### config.mk
export PLATFORM = sky130hd
export DESIGN_NAME = mips_bist_ctrl
export DESIGN_NICKNAME = d
export VERILOG_FILES = /design/src/rtl/mips_bist_ctrl.sv
export SDC_FILE = /design/constraint.sdc
export NUM_CORES = 1
export LEC_CHECK = 0
export ABC_AREA = 1
export ABC_CLOCK_PERIOD_IN_PS = 7300
export BUFFER_PORTS_ARGS = -buffer_cell sky130_fd_sc_hd__buf_2
export CORE_MARGIN = 3
export CORE_UTILIZATION = 55
export DETAILED_ROUTE_END_ITERATION = 8
export GPL_TIMING_DRIVEN = 0
export PLACE_DENSITY = 0.94
export SLEW_MARGIN = 30
export SYNTH_ARGS = -nofsm -noshare
export SYNTH_HDL_FRONTEND = slang
export SYNTH_SLANG_ARGS = --single-unit
### constraint.sdc
create_clock -name clk -period 7.3 [get_ports clk]
set_input_delay 0.73 -clock clk [delete_from_list [all_inputs] [get_ports clk]]
set_output_delay 0.73 -clock clk [all_outputs]
set_load 0.1 [all_outputs]
### src/rtl/mips_bist_ctrl.sv
// mips_bist_ctrl
//   BIST session controller sitting between the CPU data-memory write port
//   and the MIPS-16 output response analyzer (ORA). In IDLE the CPU write
//   traffic is passed through to the ORA. A session clears the ORA, drives
//   N deterministic address/data vectors into it, captures the 32-bit
//   signature and compares it with a programmed golden value.
//
// Ports
//   clk, rst            clock, asynchronous active-high reset
//   start, abort        session request / session termination
//   cfg_len             number of vectors N (0..65535)
//   cfg_seed            data LFSR seed (0 is replaced by 16'hACE1)
//   cfg_golden          expected signature
//   func_addr/wdata/we  functional write traffic from the CPU
//   func_stall          CPU must hold its request while high
//   ora_addr/wdata/we   ORA access_addr / write_data / write_en
//   ora_clr             registered clear pulse for the ORA
//   ora_sig             ORA signature (read_data)
//   busy, done          session in progress / normal completion pulse
//   pass, fail          sticky result of the last completed session
//   sig_out             signature captured at the end of the last session
module mips_bist_ctrl #(
    parameter int ADDR_W = 16,
    parameter int DATA_W = 16,
    parameter int SIG_W  = 32
) (
    input  logic              clk,
    input  logic              rst,
    input  logic              start,
    input  logic              abort,
    input  logic [15:0]       cfg_len,
    input  logic [DATA_W-1:0] cfg_seed,
    input  logic [SIG_W-1:0]  cfg_golden,
    input  logic [ADDR_W-1:0] func_addr,
    input  logic [DATA_W-1:0] func_wdata,
    input  logic              func_we,
    output logic              func_stall,
    output logic [ADDR_W-1:0] ora_addr,
    output logic [DATA_W-1:0] ora_wdata,
    output logic              ora_we,
    output logic              ora_clr,
    input  logic [SIG_W-1:0]  ora_sig,
    output logic              busy,
    output logic              done,
    output logic              pass,
    output logic              fail,
    output logic [SIG_W-1:0]  sig_out
);

    localparam logic [15:0] SEED_DEFAULT = 16'hACE1;

    typedef enum logic [1:0] {
        IDLE  = 2'd0,
        CLEAR = 2'd1,
        RUN   = 2'd2,
        CHECK = 2'd3
    } state_t;

    state_t             state_q,  state_d;
    logic [15:0]        len_q,    len_d;
    logic [15:0]        cnt_q,    cnt_d;
    logic [15:0]        lfsr_q,   lfsr_d;
    logic [SIG_W-1:0]   golden_q, golden_d;
    logic [SIG_W-1:0]   sig_q,    sig_d;
    logic               pass_q,   pass_d;
    logic               fail_q,   fail_d;
    logic               done_q,   done_d;
    logic               busy_q,   busy_d;
    logic               clr_q,    clr_d;

    logic [15:0]        seed_in;
    logic [15:0]        lfsr_step;

    // Fibonacci LFSR x^16+x^14+x^13+x^11+1, shift left, feedback into bit 0
    assign lfsr_step = {lfsr_q[14:0], lfsr_q[15] ^ lfsr_q[13] ^ lfsr_q[12] ^ lfsr_q[10]};
    assign seed_in   = (16'(cfg_seed) == 16'h0000) ? SEED_DEFAULT : 16'(cfg_seed);

    always_comb begin
        state_d  = state_q;
        len_d    = len_q;
        cnt_d    = cnt_q;
        lfsr_d   = lfsr_q;
        golden_d = golden_q;
        sig_d    = sig_q;
        pass_d   = pass_q;
        fail_d   = fail_q;
        done_d   = 1'b0;
        clr_d    = 1'b0;

        case (state_q)
            IDLE: begin
                // abort wins over a simultaneous start
                if (abort) begin
                    pass_d = 1'b0;
                    fail_d = 1'b0;
                end else if (start) begin
                    state_d  = CLEAR;
                    len_d    = cfg_len;
                    lfsr_d   = seed_in;
                    golden_d = cfg_golden;
                    cnt_d    = '0;
                    pass_d   = 1'b0;
                    fail_d   = 1'b0;
                    clr_d    = 1'b1;
                end
            end
            CLEAR: begin
                if (abort) begin
                    state_d = IDLE;
                    pass_d  = 1'b0;
                    fail_d  = 1'b0;
                end else begin
                    state_d = (len_q != 16'd0) ? RUN : CHECK;
                end
            end
            RUN: begin
                if (abort) begin
                    state_d = IDLE;
                    pass_d  = 1'b0;
                    fail_d  = 1'b0;
                end else begin
                    cnt_d  = cnt_q + 16'd1;
                    lfsr_d = lfsr_step;
                    // len_q >= 1 here, so the subtraction cannot underflow
                    if (cnt_q == len_q - 16'd1) begin
                        state_d = CHECK;
                    end
                end
            end
            CHECK: begin
                sig_d   = ora_sig;
                pass_d  = (ora_sig == golden_q);
                fail_d  = (ora_sig != golden_q);
                done_d  = 1'b1;
                state_d = IDLE;
            end
            default: state_d = IDLE;
        endcase

        busy_d = (state_d != IDLE);
    end

    always_ff @(posedge clk or posedge rst) begin
        if (rst) begin
            state_q  <= IDLE;
            len_q    <= '0;
            cnt_q    <= '0;
            lfsr_q   <= SEED_DEFAULT;
            golden_q <= '0;
            sig_q    <= '0;
            pass_q   <= 1'b0;
            fail_q   <= 1'b0;
            done_q   <= 1'b0;
            busy_q   <= 1'b0;
            clr_q    <= 1'b0;
        end else begin
            state_q  <= state_d;
            len_q    <= len_d;
            cnt_q    <= cnt_d;
            lfsr_q   <= lfsr_d;
            golden_q <= golden_d;
            sig_q    <= sig_d;
            pass_q   <= pass_d;
            fail_q   <= fail_d;
            done_q   <= done_d;
            busy_q   <= busy_d;
            clr_q    <= clr_d;
        end
    end

    // ORA port mux: CPU passthrough in IDLE, generated vectors in RUN,
    // quiet in CLEAR and CHECK
    always_comb begin
        ora_addr  = '0;
        ora_wdata = '0;
        ora_we    = 1'b0;
        case (state_q)
            IDLE: begin
                ora_addr  = func_addr;
                ora_wdata = func_wdata;
                ora_we    = func_we;
            end
            RUN: begin
                ora_addr  = ADDR_W'(cnt_q);
                ora_wdata = DATA_W'(lfsr_q);
                ora_we    = 1'b1;
            end
            default: ;
        endcase
    end

    assign ora_clr    = clr_q;
    assign busy       = busy_q;
    assign func_stall = busy_q;
    assign done       = done_q;
    assign pass       = pass_q;
    assign fail       = fail_q;
    assign sig_out    = sig_q;

endmodule

; ---- After elaboration in Yosys (flattened, before gate mapping)
; Index checks and enable logic that the tools add are counted.
[classes]
add_sub_neg = 2
n_eq_ne = 11
n_mux = 28
bitwise_logic = 4
n_reduce_logical = 9
[op_table]
columns = op, count
row1 = $pmux W16 S2, 4
row2 = $mux W16, 7
row3 = $eq A32 B32 Y1, 1
row4 = $ne A32 B32 Y1, 1
row5 = $add A16 B1 Y16 const B, 1
row6 = $eq A16 B16 Y1, 1
row7 = $logic_not A16 Y1, 1
row8 = $reduce_bool A16 Y1, 1
row9 = $sub A16 B1 Y16 const B, 1
row10 = $mux W2, 5
row11 = $mux W1, 8
row12 = $pmux W2 S4, 1
row13 = $ne A2 B2 Y1 const B, 3
row14 = $pmux W1 S3, 2
row15 = $eq A2 B2 Y1 const B, 2
row16 = $reduce_and A4 Y1, 1
row17 = $reduce_bool A2 Y1, 2
row18 = $ne A3 B3 Y1 const B, 1
row19 = $reduce_and A3 Y1, 1
row20 = $xor A1 B1 Y1, 3
row21 = $eq A2 B1 Y1 const B, 1
row22 = $logic_not A2 Y1, 1
row23 = $ne A2 B1 Y1 const B, 1
row24 = $pmux W1 S2, 1
row25 = other kinds (3), 3
[totals]
regBits = 119
inputBits = 133
out_inout_bits = 71
wordCells = 65

; ---- Logic depth before layout (Yosys ltp)
; Gate-level depths: netlist (run 1).
[logic_depth]
depth_word = 6
depth_mapped = 17
mapped_depth_nobuf = 17

; ---- Worst setup path after synthesis (run 1)
; OpenSTA, ideal clock, no wires.
[synth_timing]
path_kind = reg2out
from = register state_q[0]
to = output ora_addr[0]
arrival_time_ns = 3.163
required_time_ns = 6.570
path_slack_ns = 3.407
path_stages_with_launch = 7
path_buffers = 2
path_cell_list = dfrtp_1 > inv_1 > ha_1 > buf_4 > inv_2 > clkbuf_1 > o21ai_0
[synth_via]
elab_chain_cells = 2
elab_cells_between_ends = 3
cone_classes = eq/ne: 1 / mux: 1 / reduce/logical: 1
[synth_lines]
columns = item, line
row1 = from (decl), 59  ; state_t state_q, state_d;
row2 = from (signal assigned), 157  ; state_q <= state_d;
row3 = $eq A2 B2 Y1 / $logic_not A2 Y1 (equally long branches), 177  ; case (state_q)
row4 = $pmux W16 S2 (*), 177
row5 = to (decl), 38  ; output logic [ADDR_W-1:0] ora_addr,
; Mark *: on every way between the ends. The rest lies on a longest branch, timed or not.

; ---- Final worst setup path (run 1)
[layout_timing]
from = register state_q[1]
to = output ora_addr[4]
; Same word-level chain as after synthesis.

==> results of run 1 <==
-- logic make-up (layout without fill, tap and decap cells) --
family                   after synthesis  after routing  synth area share
AND/OR/NAND/NOR                      440            440             0.287
AO/OA/AOI/OAI                        110            110            0.0998
buffers and inverters                119            355            0.0741
adder cells (fa/ha/maj)                6              6            0.0119
flip-flops                           119            119             0.473
XOR/XNOR                              39             39            0.0541
-- path summary, 6_finish.rpt --
kind	start	to	slack (ns)	cells past startpoint
max in group asynchronous	rst	lfsr_q[5]	6.32	3
min in group clk	sig_out[6]	sig_out[6]	0.46	2
setup reg to reg	state_q[1]	cnt_q[13]	4.75	11
hold / removal	rst	lfsr_q[14]	0.31	2
hold reg to reg	sig_out[6]	sig_out[6]	0.46	2
setup / recovery	state_q[1]	ora_addr[4]	4.20	7
-- sequential cells by signal, summed over array words and instances (netlist names) --
signal,count
golden_q,32
fail,1
state_q,2
sig_out,32
pass,1
busy,1
ora_clr,1
len_q,16
lfsr_q,16
done,1
cnt_q,16
-- layout make-up --
type,instances,share of cell area
flip-flops and latches,119,0.367
multi-input cells,595,0.352
repair buffers,204,0.128
clock buffers,17,0.0523
inverters,89,0.0423
well taps,140,0.0215
clock inverters,15,0.0208
plain buffers,30,0.0161
-- per-stage QoR --
stage | hold WS, ns | setup WS [ns] | instance area, sq um | util | instances
finish | 0.306 | 4.20 | 8140 | 0.738 | 1209
global route | 0.317 | 4.07 | 8140 | 0.738 | 1209
CTS | 0.310 | 4.22 | 8140 | 0.738 | 1209
detailed placement | 0.453 | 4.67 | 7540 | 0.684 | 1177
global placement | 0.450 | 2.05 | 7510 | 0.681 | 1176
floorplan | 0.447 | 3.41 | 6320 | - | 833
-- cells in the mapped netlist, drive strengths merged (2+ instances only) --
cell	n
dfrtp	111
nand2	343
nand3b	3
nor3	8
dfstp	8
a21oi	14
inv	86
o21ai	70
nand4	6
or2	2
o221ai	9
buf	8
clkinv	3
clkbuf	22
xor2	11
nand3	21
ha	6
xnor2	28
nor2	49
nor4	7
o2111ai	5
a31oi	6
-- metal layers --
metal  part of all wire  track usage  vias to the layer above  routed length, um
met2               0.50        0.488                      281               9330
met5                  0            0                        -                  0
met4              0.021       0.0938                        0                393
li1                   -            -                     3076                  -
met3              0.069       0.0701                       40               1280
met1               0.40        0.371                     2993               7480
-- critical path, stage by stage, from the launching register on --
cell                       delay (ns)
sky130_fd_sc_hd__dfrtp_1         0.40
sky130_fd_sc_hd__inv_1           0.13
sky130_fd_sc_hd__ha_1            0.19
sky130_fd_sc_hd__buf_6           0.13
sky130_fd_sc_hd__clkbuf_1        0.36
sky130_fd_sc_hd__nand2_1         0.15
sky130_fd_sc_hd__o21ai_0         0.14
sky130_fd_sc_hd__buf_2           0.47
==> metrics list, run 1 <==
- Status: completed
- DRC violations left: 0
* Number of failing setup endpoints in the final timing report: 0
- At the end of the flow, the number of nets in the layout was 1,195.
- DRT iter0 DRCs: 569
* Number of levels in the clock H-tree: 4
* Critical path endpoint category: primary output
- CTS placed an instance of sky130_fd_sc_hd__clkbuf_16 at the clock tree root.
- Unrepaired setup endpoints after global routing: no
- The max-slew violation count was 0.
- Crit start category: flop
* Vias: 6,390
- Max Clock Freq: 0.322 GHz
* Multi-input gate area: 0.00286 sq mm
* Maximum capacitance violations: 0
- Initial antenna violation count: 0
* Port Buffer Count: 203
- Worst slew margin relative to its limit: 0.603
* Kind of critical path: flop to primary output
- Data arrival time at the worst-slack endpoint: 2.37 ns
* Dpl hpwl: 13.7 mm
- Post-Synthesis Mean Instance Area: 7.58 sq um
- Clock slew at reported path FFs: 0.06 ns
- The first global-routing pass estimated 29.7 mm of wire.
- Syn Nets: 972
* Number of rows in the core area: 38
- Measured slew at the worst slew-check pin: 0.596 ns
- Post-cts gate resize count: 0
* Global route total overflow: 0
- Leaving out fill and tap cells, the most frequent cell in the layout is sky130_fd_sc_hd__nand2_1.
- Count of different cell masters after synthesis: 42
- The repair_antennas step left the layout with diodes totalling 0.
* Setup TNS: 0 ns
- The layout has 891 filler cells.
- Number of hold violations in the final report: 0
- Postcts setup bufs: 0
- Period utilization: 0.425
* Core ar.: 0.0110 sq mm
- For the final database, setup skew stands at 0.00646 ns.
- Ratio of cells with drive above 1 in the final layout: 0.254
* Yosys top cell by area: sky130_fd_sc_hd__dfrtp_1
- In the final layout, flip-flops and latches occupy 0.00299 sq mm.
- Buffers inserted to repair hold after CTS numbered 0.
- Count of flip-flops with a built-in enable after synthesis: 0
- The later pin in the worst-skew pair is clocked with a latency of 0.42 ns.
* Maximum count of clock buffers along a single path: 2
* Most used DFF post-synth: sky130_fd_sc_hd__dfrtp_1
- The min-delay analysis places its worst path in the category input pin to async pin.
* TritonCTS sink count: 119
- The synthesized design contains 119 register bits.
* Gate count of the mapped netlist: 833
- Worst Path Required: 6.57 ns
* CTS tree: built
* Commonest cells after routing, fill and taps aside: sky130_fd_sc_hd__nand2_1 (342), sky130_fd_sc_hd__buf_2 (205), sky130_fd_sc_hd__dfrtp_1 (111)
* Die Height: 113 um
* Routability congestion estimate from global placement: 0.909
* Proportion of synthesized chip area in sequential cells: 0.473
* Portion of synthesized cell area occupied by the leading cell type: 0.440
- Entering global routing, the biggest net connects 74 pins.
- From synthesis to final layout, the design area changed by 28.8%.
- The via count of the first global-routing pass came to 6,224.
* Worst Path Max Fanout: 10
* Synth Warn #: 0
- Minimum clock period: 3.10 ns
- Clock tree synthesis inserted a total of 17 buffers.
* Via density: 5.29
- Counting flops with an async set or reset pin after synthesis yields a share of 1.00.
- Post-synthesis instance area: 0.00632 sq mm
- Post-route ant nets: 0
- Synth top area cells: sky130_fd_sc_hd__dfrtp_1 (44%), sky130_fd_sc_hd__nand2_1 (20%), sky130_fd_sc_hd__o21ai_0 (5.5%)
- Before antenna repair, the detailed router went through 7 iterations.
* Ports: 204
- Starting Density: 0.573
* Width of the die: 113 um
- Total routing usage reported by global routing: 0.290
- The final layout contains routed wiring with a total length of 18.5 mm.
* Die ar.: 0.0128 sq mm
- Average wire per cell in the routed design: 15.3 um
Power of run 1 is left out: the tool's default activity adds up to more than one toggle a clock period on the data nets, which glitch-free logic cannot reach.
==> run 2, diff against run 1 <==
--- a/config.mk
+++ b/config.mk
@@ -5,14 +5,14 @@
 export SDC_FILE = /design/constraint.sdc
 export NUM_CORES = 1
 export LEC_CHECK = 0
-export ABC_AREA = 1
-export ABC_CLOCK_PERIOD_IN_PS = 7300
+export ABC_AREA = 0
+export ABC_CLOCK_PERIOD_IN_PS = 2700
 export BUFFER_PORTS_ARGS = -buffer_cell sky130_fd_sc_hd__buf_2
 export CORE_MARGIN = 3
-export CORE_UTILIZATION = 55
+export CORE_UTILIZATION = 46
 export DETAILED_ROUTE_END_ITERATION = 8
 export GPL_TIMING_DRIVEN = 0
-export PLACE_DENSITY = 0.94
+export PLACE_DENSITY = 0.85
 export SLEW_MARGIN = 30
 export SYNTH_ARGS = -nofsm -noshare
 export SYNTH_HDL_FRONTEND = slang
==> constraint.sdc (replaced) <==
create_clock -name clk -period 2.7 [get_ports clk]
set_input_delay 0.27 -clock clk [delete_from_list [all_inputs] [get_ports clk]]
set_output_delay 0.27 -clock clk [all_outputs]
set_load 0.1 [all_outputs]
==> run 2 against run 1 <==
Hold slack got worse by 0.24 ns. Setup slack got worse by 4.1 ns. Clock skew increased by 0.0026 ns. Cell area increased by 0.31%. Flip-flop and latch count unchanged. Area after synthesis decreased by 2.2%. Highest routed layer is now met5.
==> metrics list, run 2 <==
- Status: completed (unchanged)
* Multi-input gate area: 0.00296 sq mm (was 0.00286 sq mm)
- Maximum capacitance violations: 0 (unchanged)
- Via density: 5.38 (was 5.29)
- Max Clock Freq: 0.391 GHz
- Pleak: 0.00400 uW
- Count of pins over their slew limit: 0 (unchanged)
- Number of levels in the clock H-tree: 4 (unchanged)
- Total area of sequential cells: 0.00299 sq mm (unchanged)
- The half-perimeter wire length after placement is 13.2 mm (was 13.7 mm).
* Initial antenna violation count: 3 (was 0)
- Post-Synthesis Mean Instance Area: 11.3 sq um (was 7.58 sq um)
* Postcts setup bufs: 0 (unchanged)
- Commonest cells after routing, fill and taps aside: sky130_fd_sc_hd__buf_2 (178), sky130_fd_sc_hd__dfrtp_1 (111), sky130_fd_sc_hd__mux2_2 (75) (was sky130_fd_sc_hd__nand2_1 (342), sky130_fd_sc_hd__buf_2 (205), sky130_fd_sc_hd__dfrtp_1 (111))
- The endpoint class of the critical path is a primary output (unchanged).
* Proportion of register bits with asynchronous set or reset after synthesis: 1.00 (unchanged)
- The path category of the worst min-delay check is input pin to flop (was input pin to async pin).
- DRT iter0 DRCs: 295 (was 569)
* Number of rows in the core area: 41 (was 38)
- Area share of fa/ha/maj cells after synthesis: 0.0122 (was 0.0119)
- Synth Area in XOR/XNOR: 0.0907 (was 0.0541)
- The clock-pin slew on the worst setup and hold paths was 0.05 ns (was 0.06 ns).
* Clock network latency to the later pin of the worst-skew pair: 0.41 ns (was 0.42 ns)
- Kind of critical path: flop to primary output (unchanged)
- The net count after synthesis is 685 (was 972).
* Data arrival time at the worst-slack endpoint: 2.29 ns (was 2.37 ns)
- Number of fill cells in the layout: 1,020 (was 891)
* Width of the die: 122 um (was 113 um)
- The clock tree buffer depth is 2 (unchanged).
- The register-to-register setup slack is 0.40 ns (was 4.75 ns).
- Most frequent cells after synthesis: sky130_fd_sc_hd__dfrtp_1 (111), sky130_fd_sc_hd__mux2_2 (75), sky130_fd_sc_hd__xor2_1 (48), sky130_fd_sc_hd__nand2_1 (38), sky130_fd_sc_hd__a22o_1 (33) (was sky130_fd_sc_hd__nand2_1 (342), sky130_fd_sc_hd__dfrtp_1 (111), sky130_fd_sc_hd__inv_1 (81), sky130_fd_sc_hd__o21ai_0 (69), sky130_fd_sc_hd__nor2_1 (42)).
* Worst ir drop on vdd: 0.738 mV
* Ports: 204 (unchanged)
- Setup TNS: 0 ns (unchanged)
* Most used DFF post-synth: sky130_fd_sc_hd__dfrtp_1 (unchanged)
- The aggregate global-route resource usage is 0.234 (was 0.290).
* Die Height: 122 um (was 113 um)
* Most frequently used cell type in the post-synthesis netlist: sky130_fd_sc_hd__dfrtp_1 (was sky130_fd_sc_hd__nand2_1)
- The remaining antenna violation count after routing came to 0 (unchanged).
- The length of the first detailed-routing pass in iterations was 4 (was 7).
- Unrepaired setup endpoints after global routing: no (unchanged).
- The layout overhead on the synthesized area was 32.1% (was 28.8%).
- Minimum clock period: 2.56 ns
* Global route total overflow: 0 (unchanged)
* Count of different cell masters after synthesis: 63 (was 42)
* Post-layout nets: 910 (was 1,195)
- Measured slew at the worst slew-check pin: 0.805 ns (was 0.596 ns)
* Port Buffer Count: 202 (was 203)
- The clock buffer count from CTS is 17 (unchanged).
- Worst Path Required: 2.43 ns (was 6.57 ns)
- Clock skew: 0.00901 ns (was 0.00646 ns)
* Maximum number of pins on one net before global-route repair: 30 (was 74)
- The area of the die was 0.0149 sq mm (was 0.0128 sq mm).
- Overall routed net length: 16.8 mm (was 18.5 mm)
- The cell type contributing the most total cell area after synthesis is sky130_fd_sc_hd__dfrtp_1 (unchanged).
- The largest fanout on the critical path is 10 (unchanged).
- Number of global-route vias before repair: 5,257 (was 6,224)
- The cell area after technology mapping is 0.00618 sq mm (was 0.00632 sq mm).
* FF+latch count, synth: 119 (unchanged)
- Crit start category: flop (unchanged)
- Portion of synthesized cell area occupied by the leading cell type: 0.450 (was 0.440)
* Proportion of synthesized chip area in sequential cells: 0.484 (was 0.473)
- The fraction of layout instances using a drive strength above 1 came to 0.453 (was 0.254).
- The effective utilization at floorplan was 0.480 (was 0.573).
* CTS tree: built (unchanged)
* Worst slew margin relative to its limit: 0.463 (was 0.603)
- The most common library cell in the layout ignoring fill and taps is sky130_fd_sc_hd__buf_2 (was sky130_fd_sc_hd__nand2_1).
- The DRC violation count after routing is 0 (unchanged).
- The number of enable flip-flop cells after synthesis is 0 (unchanged).
- Synth top area cells: sky130_fd_sc_hd__dfrtp_1 (45%), sky130_fd_sc_hd__mux2_2 (14%), sky130_fd_sc_hd__xor2_1 (6.8%) (was sky130_fd_sc_hd__dfrtp_1 (44%), sky130_fd_sc_hd__nand2_1 (20%), sky130_fd_sc_hd__o21ai_0 (5.5%))
* Average wire per cell in the routed design: 17.6 um (was 15.3 um)
* TritonCTS sink count: 119 (unchanged)
* Hold WS: 0.0616 ns (was 0.306 ns)
* Vias: 5,136 (was 6,390)
- Wire length of the first global-routing pass: 26.7 mm (was 29.7 mm)
- Number of failing setup endpoints in the final timing report: 0 (unchanged)
- The share of cell area taken by muxes after synthesis came to 0.150 (was 0).
* Core ar.: 0.0129 sq mm (was 0.0110 sq mm)
- Power density relative to cell area: 1120 mW/mm^2
- Root buf cell: sky130_fd_sc_hd__clkbuf_16 (unchanged)
- The synthesized-area fraction occupied by and/or/nand/nor cells came to 0.115 (was 0.287).
- The placer's final routability congestion estimate was 0.878 (was 0.909).
- Period utilization: 0.948
- Number of hold violations in the final report: 0 (unchanged)
* Count of inserted antenna diode cells: 0 (unchanged)
- The combinational family with the most area after synthesis is multiplexers (was simple AND/OR/NAND/NOR gates).
* Gate count of the mapped netlist: 546 (was 833)
* Compound-cell area share of the yosys netlist: 0.111 (was 0.0998)
- The number of warning messages in the yosys log came to 0 (unchanged).
-- run 2: metal layers --
layer  global-route usage  wire length [um]
met5                    0                41
met4               0.0861               301
met3               0.0771              1410
met2                0.415              8500
met1                0.263              6570
-- run 2: layout make-up --
class	instances	area share
buffer	34	0.0231
tap	172	0.0264
timing repair buffer	207	0.145
multi-input combinational	379	0.362
sequential	119	0.366
clock inverter	10	0.0159
inverter	13	0.00644
clock buffer	20	0.0547
-- run 2: critical path: stages, from the launching register on --
cell	delay [ns]
sky130_fd_sc_hd__dfrtp_1	0.43
sky130_fd_sc_hd__inv_1	0.10
sky130_fd_sc_hd__ha_1	0.16
sky130_fd_sc_hd__buf_2	0.25
sky130_fd_sc_hd__clkbuf_2	0.30
sky130_fd_sc_hd__a22o_1	0.20
sky130_fd_sc_hd__buf_2	0.43
-- run 2: power by group --
part,leakage [uW],internal (uW),switching [uW]
Combinational,0.00222,1210,2810
Sequential,0.00150,2390,483
Clock,0.000281,1450,769
Total,0.00400,5050,4060
-- run 2: worst paths after layout --
kind,start,to,cells past startpoint
min in group asynchronous,rst,sig_out[6],3
max reg2reg,state_q[0],cnt_q[14],8
max,state_q[0],ora_wdata[15],6
min reg2reg,lfsr_q[7],lfsr_q[7],2
max in group asynchronous,rst,lfsr_q[7],5
min,cfg_len[11],len_q[11],3
-- run 2: timing repair --
action / CTS / global route
hold endpoints to repair: 21 / 0
hold buffers: 1 / 0
gates resized for setup: 35 / 4
endpoints found under the setup margin: 33 / 30
-- run 2: kinds of logic (layout without fill, tap and decap cells) --
family / Yosys count / in the layout
and+or+nand+nor: 133 / 133
DFF: 119 / 119
AOI/OAI and AO/OA: 93 / 93
muxes: 83 / 83
xor gates and xnor gates: 64 / 64
buffers and inverters: 48 / 284
adders and majority gates: 6 / 6
-- run 2: metrics by stage --
step                      std cells  area, sq um  setup slack, ns  total power (uW)   util
after floorplan                 546         6180            0.343              6060      -
after global placement          920         7410            0.216              6730  0.575
after detailed placement        924         7500            0.224              6830  0.582
after CTS                       955         8160           0.0265              9180  0.634
after global routing            954         8160           0.0244              9560  0.634
final                           954         8160            0.140              9120  0.634
Note: power is estimated with default switching activity, not from simulation.
==> run 3, diff against run 2 <==
--- a/config.mk
+++ b/config.mk
@@ -8,11 +8,15 @@
 export ABC_AREA = 0
 export ABC_CLOCK_PERIOD_IN_PS = 2700
 export BUFFER_PORTS_ARGS = -buffer_cell sky130_fd_sc_hd__buf_2
+export CAP_MARGIN = 25
+export CELL_PAD_IN_SITES_DETAIL_PLACEMENT = 0
+export CELL_PAD_IN_SITES_GLOBAL_PLACEMENT = 1
 export CORE_MARGIN = 3
-export CORE_UTILIZATION = 46
+export CORE_UTILIZATION = 35
 export DETAILED_ROUTE_END_ITERATION = 8
 export GPL_TIMING_DRIVEN = 0
-export PLACE_DENSITY = 0.85
+export MAX_ROUTING_LAYER = met4
+export PLACE_DENSITY = 0.84
 export SLEW_MARGIN = 30
 export SYNTH_ARGS = -nofsm -noshare
 export SYNTH_HDL_FRONTEND = slang
==> run 3 against run 2 <==
Sequential power is essentially flat. Via count is 1.4% lower. Fmax about the same. Critical path depth is the same. Routed wire length is 3.6% higher. Count of clock-buffer cells in the layout is the same. Non-clock buffer count stayed put. Critical path type unchanged. Largest cell class unchanged.
==> metrics list, run 3 (same netlist as run 2, synthesis figures left out) <==
* Crit Reg-Reg Startpoint: state_q[0] (unchanged)
- The fraction of layout instances using a drive strength above 1 was 0.453 (about the same).
- CTS tree: built (unchanged)
* Endpoint of the worst register-to-register path: cnt_q[14] (unchanged)
- Commonest cells after routing, fill and taps aside: sky130_fd_sc_hd__buf_2 (194), sky130_fd_sc_hd__dfrtp_1 (111), sky130_fd_sc_hd__mux2_2 (75) (was sky130_fd_sc_hd__buf_2 (178), sky130_fd_sc_hd__dfrtp_1 (111), sky130_fd_sc_hd__mux2_2 (75))
* Critical path endpoint category: primary output (unchanged)
* Depth of the worst register-to-register path: 8 (unchanged)
- The share of power burned in registers is 0.315 (about the same).
- The master cell of the clock root buffer is sky130_fd_sc_hd__clkbuf_16 (unchanged).
* Postcts setup bufs: 0 (unchanged)
- Most common library cell in the layout ignoring fill and taps: sky130_fd_sc_hd__buf_2 (unchanged)
- Final Core Density: 0.483 (was 0.634)
- Ports: 204 (unchanged)
- Worst slew margin relative to its limit: 0.512 (was 0.463)
- The final worst-path cycle share is 0.948 (about the same).
* Die ar.: 0.0193 sq mm (was 0.0149 sq mm)
* Worst-case setup margin in the final layout: 0.141 ns (was 0.140 ns)
- The total overflow reported by the global router came to 0 (unchanged).
- The core box area is 0.0169 sq mm (was 0.0129 sq mm).
- Setup TNS: 0 ns (unchanged)
- The placer's final routability congestion estimate was 0.865 (was 0.878).
* DRT iter0 DRCs: 202 (was 295)
* Worst ir drop on vdd: 0.611 mV (was 0.738 mV)
- Wire length on met2: 8.13 mm (was 8.50 mm)
* Unrepaired setup endpoints after global routing: no (unchanged)
- Cell internal power dissipation: 4940 uW (was 5050 uW)
* Worst Path Max Fanout: 10 (unchanged)
- The clock buffer count from CTS is 17 (unchanged).
- The floorplan die width came to 139 um (was 122 um).
- Count of pins over their slew limit: 0 (unchanged)
- The required arrival time at the worst endpoint came to 2.43 ns (about the same).
* Gate power share: 0.441 (about the same)
* Net switching fraction of the power: 0.454 (was 0.446)
* Wire length of the first global-routing pass: 27.9 mm (was 26.7 mm)
- Worst Hold End: len_q[8] (was len_q[11])
* Crit start category: flop (unchanged)
- Number of global-route vias before repair: 5,263 (was 5,257)
- Starting Density: 0.365 (was 0.480)
- The path type of the worst setup path is flop to primary output (unchanged).
- The clock-pin slew on the worst setup and hold paths was 0.06 ns (was 0.05 ns).
- The count of buffers inserted at the top-level ports came to 202 (unchanged).
- The number of nets at the end of the flow came to 910 (unchanged).
* Psw: 4110 uW (was 4060 uW)
* Power density relative to cell area: 1110 mW/mm^2 (was 1120 mW/mm^2)
- Via density: 5.03 (was 5.38)
- The count of vias placed by the detailed router is 5,062 (was 5,136).
- Hold Path Origin: cfg_len[8] (was cfg_len[11])
- Number of levels in the clock H-tree: 4 (unchanged)
- Overall routed net length: 17.4 mm (was 16.8 mm)
- Pleak: 0.00398 uW (was 0.00400 uW)
- Number of iterations in the first detailed-routing pass: 5 (was 4)
- The routed metal-1 wire length came to 7.49 mm (was 6.57 mm).
* P&R area growth vs syn: 32.4% (was 32.1%)
- The number of clock sinks is 119 (unchanged).
- Routed wire length on met3: 1.49 mm (was 1.41 mm)
- Number of failing setup endpoints in the final timing report: 0 (unchanged)
* Type of the worst min-delay path: input pin to flop (unchanged)
- The aggregate global-route resource usage came to 0.186 (was 0.234).
- The max-capacitance violation count came to 0 (unchanged).
* Data arrival time at the worst-slack endpoint: 2.29 ns (about the same)
- Clock power frac: 0.244 (about the same)
- The worst setup timing slack at the placement stage was 0.129 ns (was 0.224 ns).
- Initial antenna violation count: 2 (was 3)
- Clock network latency to the later pin of the worst-skew pair: 0.41 ns (about the same)
- Number of hold violations in the final report: 0 (unchanged)
- The remaining antenna violation count after routing was 0 (unchanged).
* Status: completed (unchanged)
- DRC violations left: 0 (unchanged)
* Hold WS: 0.0640 ns (was 0.0616 ns)
- The average routed wire per standard cell is 17.3 um (was 17.6 um).
- Reg-to-reg slack, setup: 0.36 ns (was 0.40 ns)
- The standard-cell row count came to 47 (was 41).
- Maximum number of pins on one net before global-route repair: 30 (unchanged)
- Measured slew at the worst slew-check pin: 0.733 ns (was 0.805 ns)
- The half-perimeter wire length after placement is 13.8 mm (was 13.2 mm).
* Minimum clock period: 2.56 ns (about the same)
- Total power: 9050 uW (was 9120 uW)
* Top Metal Used: met4 (was met5)
- The clock tree buffer depth was 2 (unchanged).
* Clock skew: 0.0118 ns (was 0.00901 ns)
- The maximum frequency from static timing analysis came to 0.391 GHz (about the same).
- Min-Delay Path Depth: 3 (unchanged)
- The overall die height came to 139 um (was 122 um).
[run 3: final cells by class]
| class | instances | area [sq um] |
|---|---|---|
| diodes | 2 | 5.00 |
| plain buffers | 34 | 188 |
| clock buffers | 20 | 447 |
| clock inverters | 12 | 128 |
| fillers | 1558 | 8750 |
| inverters | 13 | 52.6 |
| multi-input cells | 379 | 2960 |
| flip-flops and latches | 119 | 2990 |
| well taps | 220 | 275 |
| repair buffers | 207 | 1140 |
[run 3: power groups by stage]
stage / clock [uW] / combinational (uW) / sequential [uW]
6_report: 2200 / 3990 / 2850
5_1_grt: 2350 / 4230 / 2920
4_1_cts: 2270 / 4030 / 2850
3_5_place_dp: 0 / 3980 / 2880
3_3_place_gp: 0 / 3920 / 2860
2_1_floorplan: 0 / 2460 / 3590
[run 3: timing repair]
item / CTS / global route
setup endpoints to repair: 32 / 4
hold endpoints to repair: 14 / 0
gates resized for setup: 18 / 1
hold buffers: 1 / 0
pin swaps: 0 / 0
[run 3: how the worst max path moves through the flow]
| stage | slack (ns) | startpoint | to |
|---|---|---|---|
| 2_1_floorplan | 0.34 | state_q[0] | ora_addr[12] |
| 3_3_place_gp | 0.11 | rst | lfsr_q[8] |
| 3_5_place_dp | 0.13 | state_q[0] | ora_wdata[10] |
| 4_1_cts | 0.009 | state_q[0] | ora_addr[13] |
| 5_1_grt | 0.004 | state_q[0] | ora_wdata[6] |
| 6_report | 0.14 | state_q[0] | ora_addr[9] |
[run 3: worst max-delay path: stages, from the launching register on]
cell and delay (ns):
sky130_fd_sc_hd__dfrtp_1 0.43, sky130_fd_sc_hd__inv_1 0.10, sky130_fd_sc_hd__ha_1 0.16, sky130_fd_sc_hd__buf_2 0.25
sky130_fd_sc_hd__clkbuf_2 0.33, sky130_fd_sc_hd__a22o_1 0.20, sky130_fd_sc_hd__buf_2 0.42
[run 3: stage by stage]
step	instance area [sq um]	instances
global route	8180	1006
global placement	7470	968
detailed placement	7560	972
finish	8180	1006
CTS	8180	1004
floorplan	6180	546
[run 3: metal layers]
metal | vias up | GRT usage
met3 | 21 | 0.0648
met4 | 0 | 0.0587
met2 | 211 | 0.300
met5 | - | -
met1 | 2408 | 0.220
li1 | 2422 | -
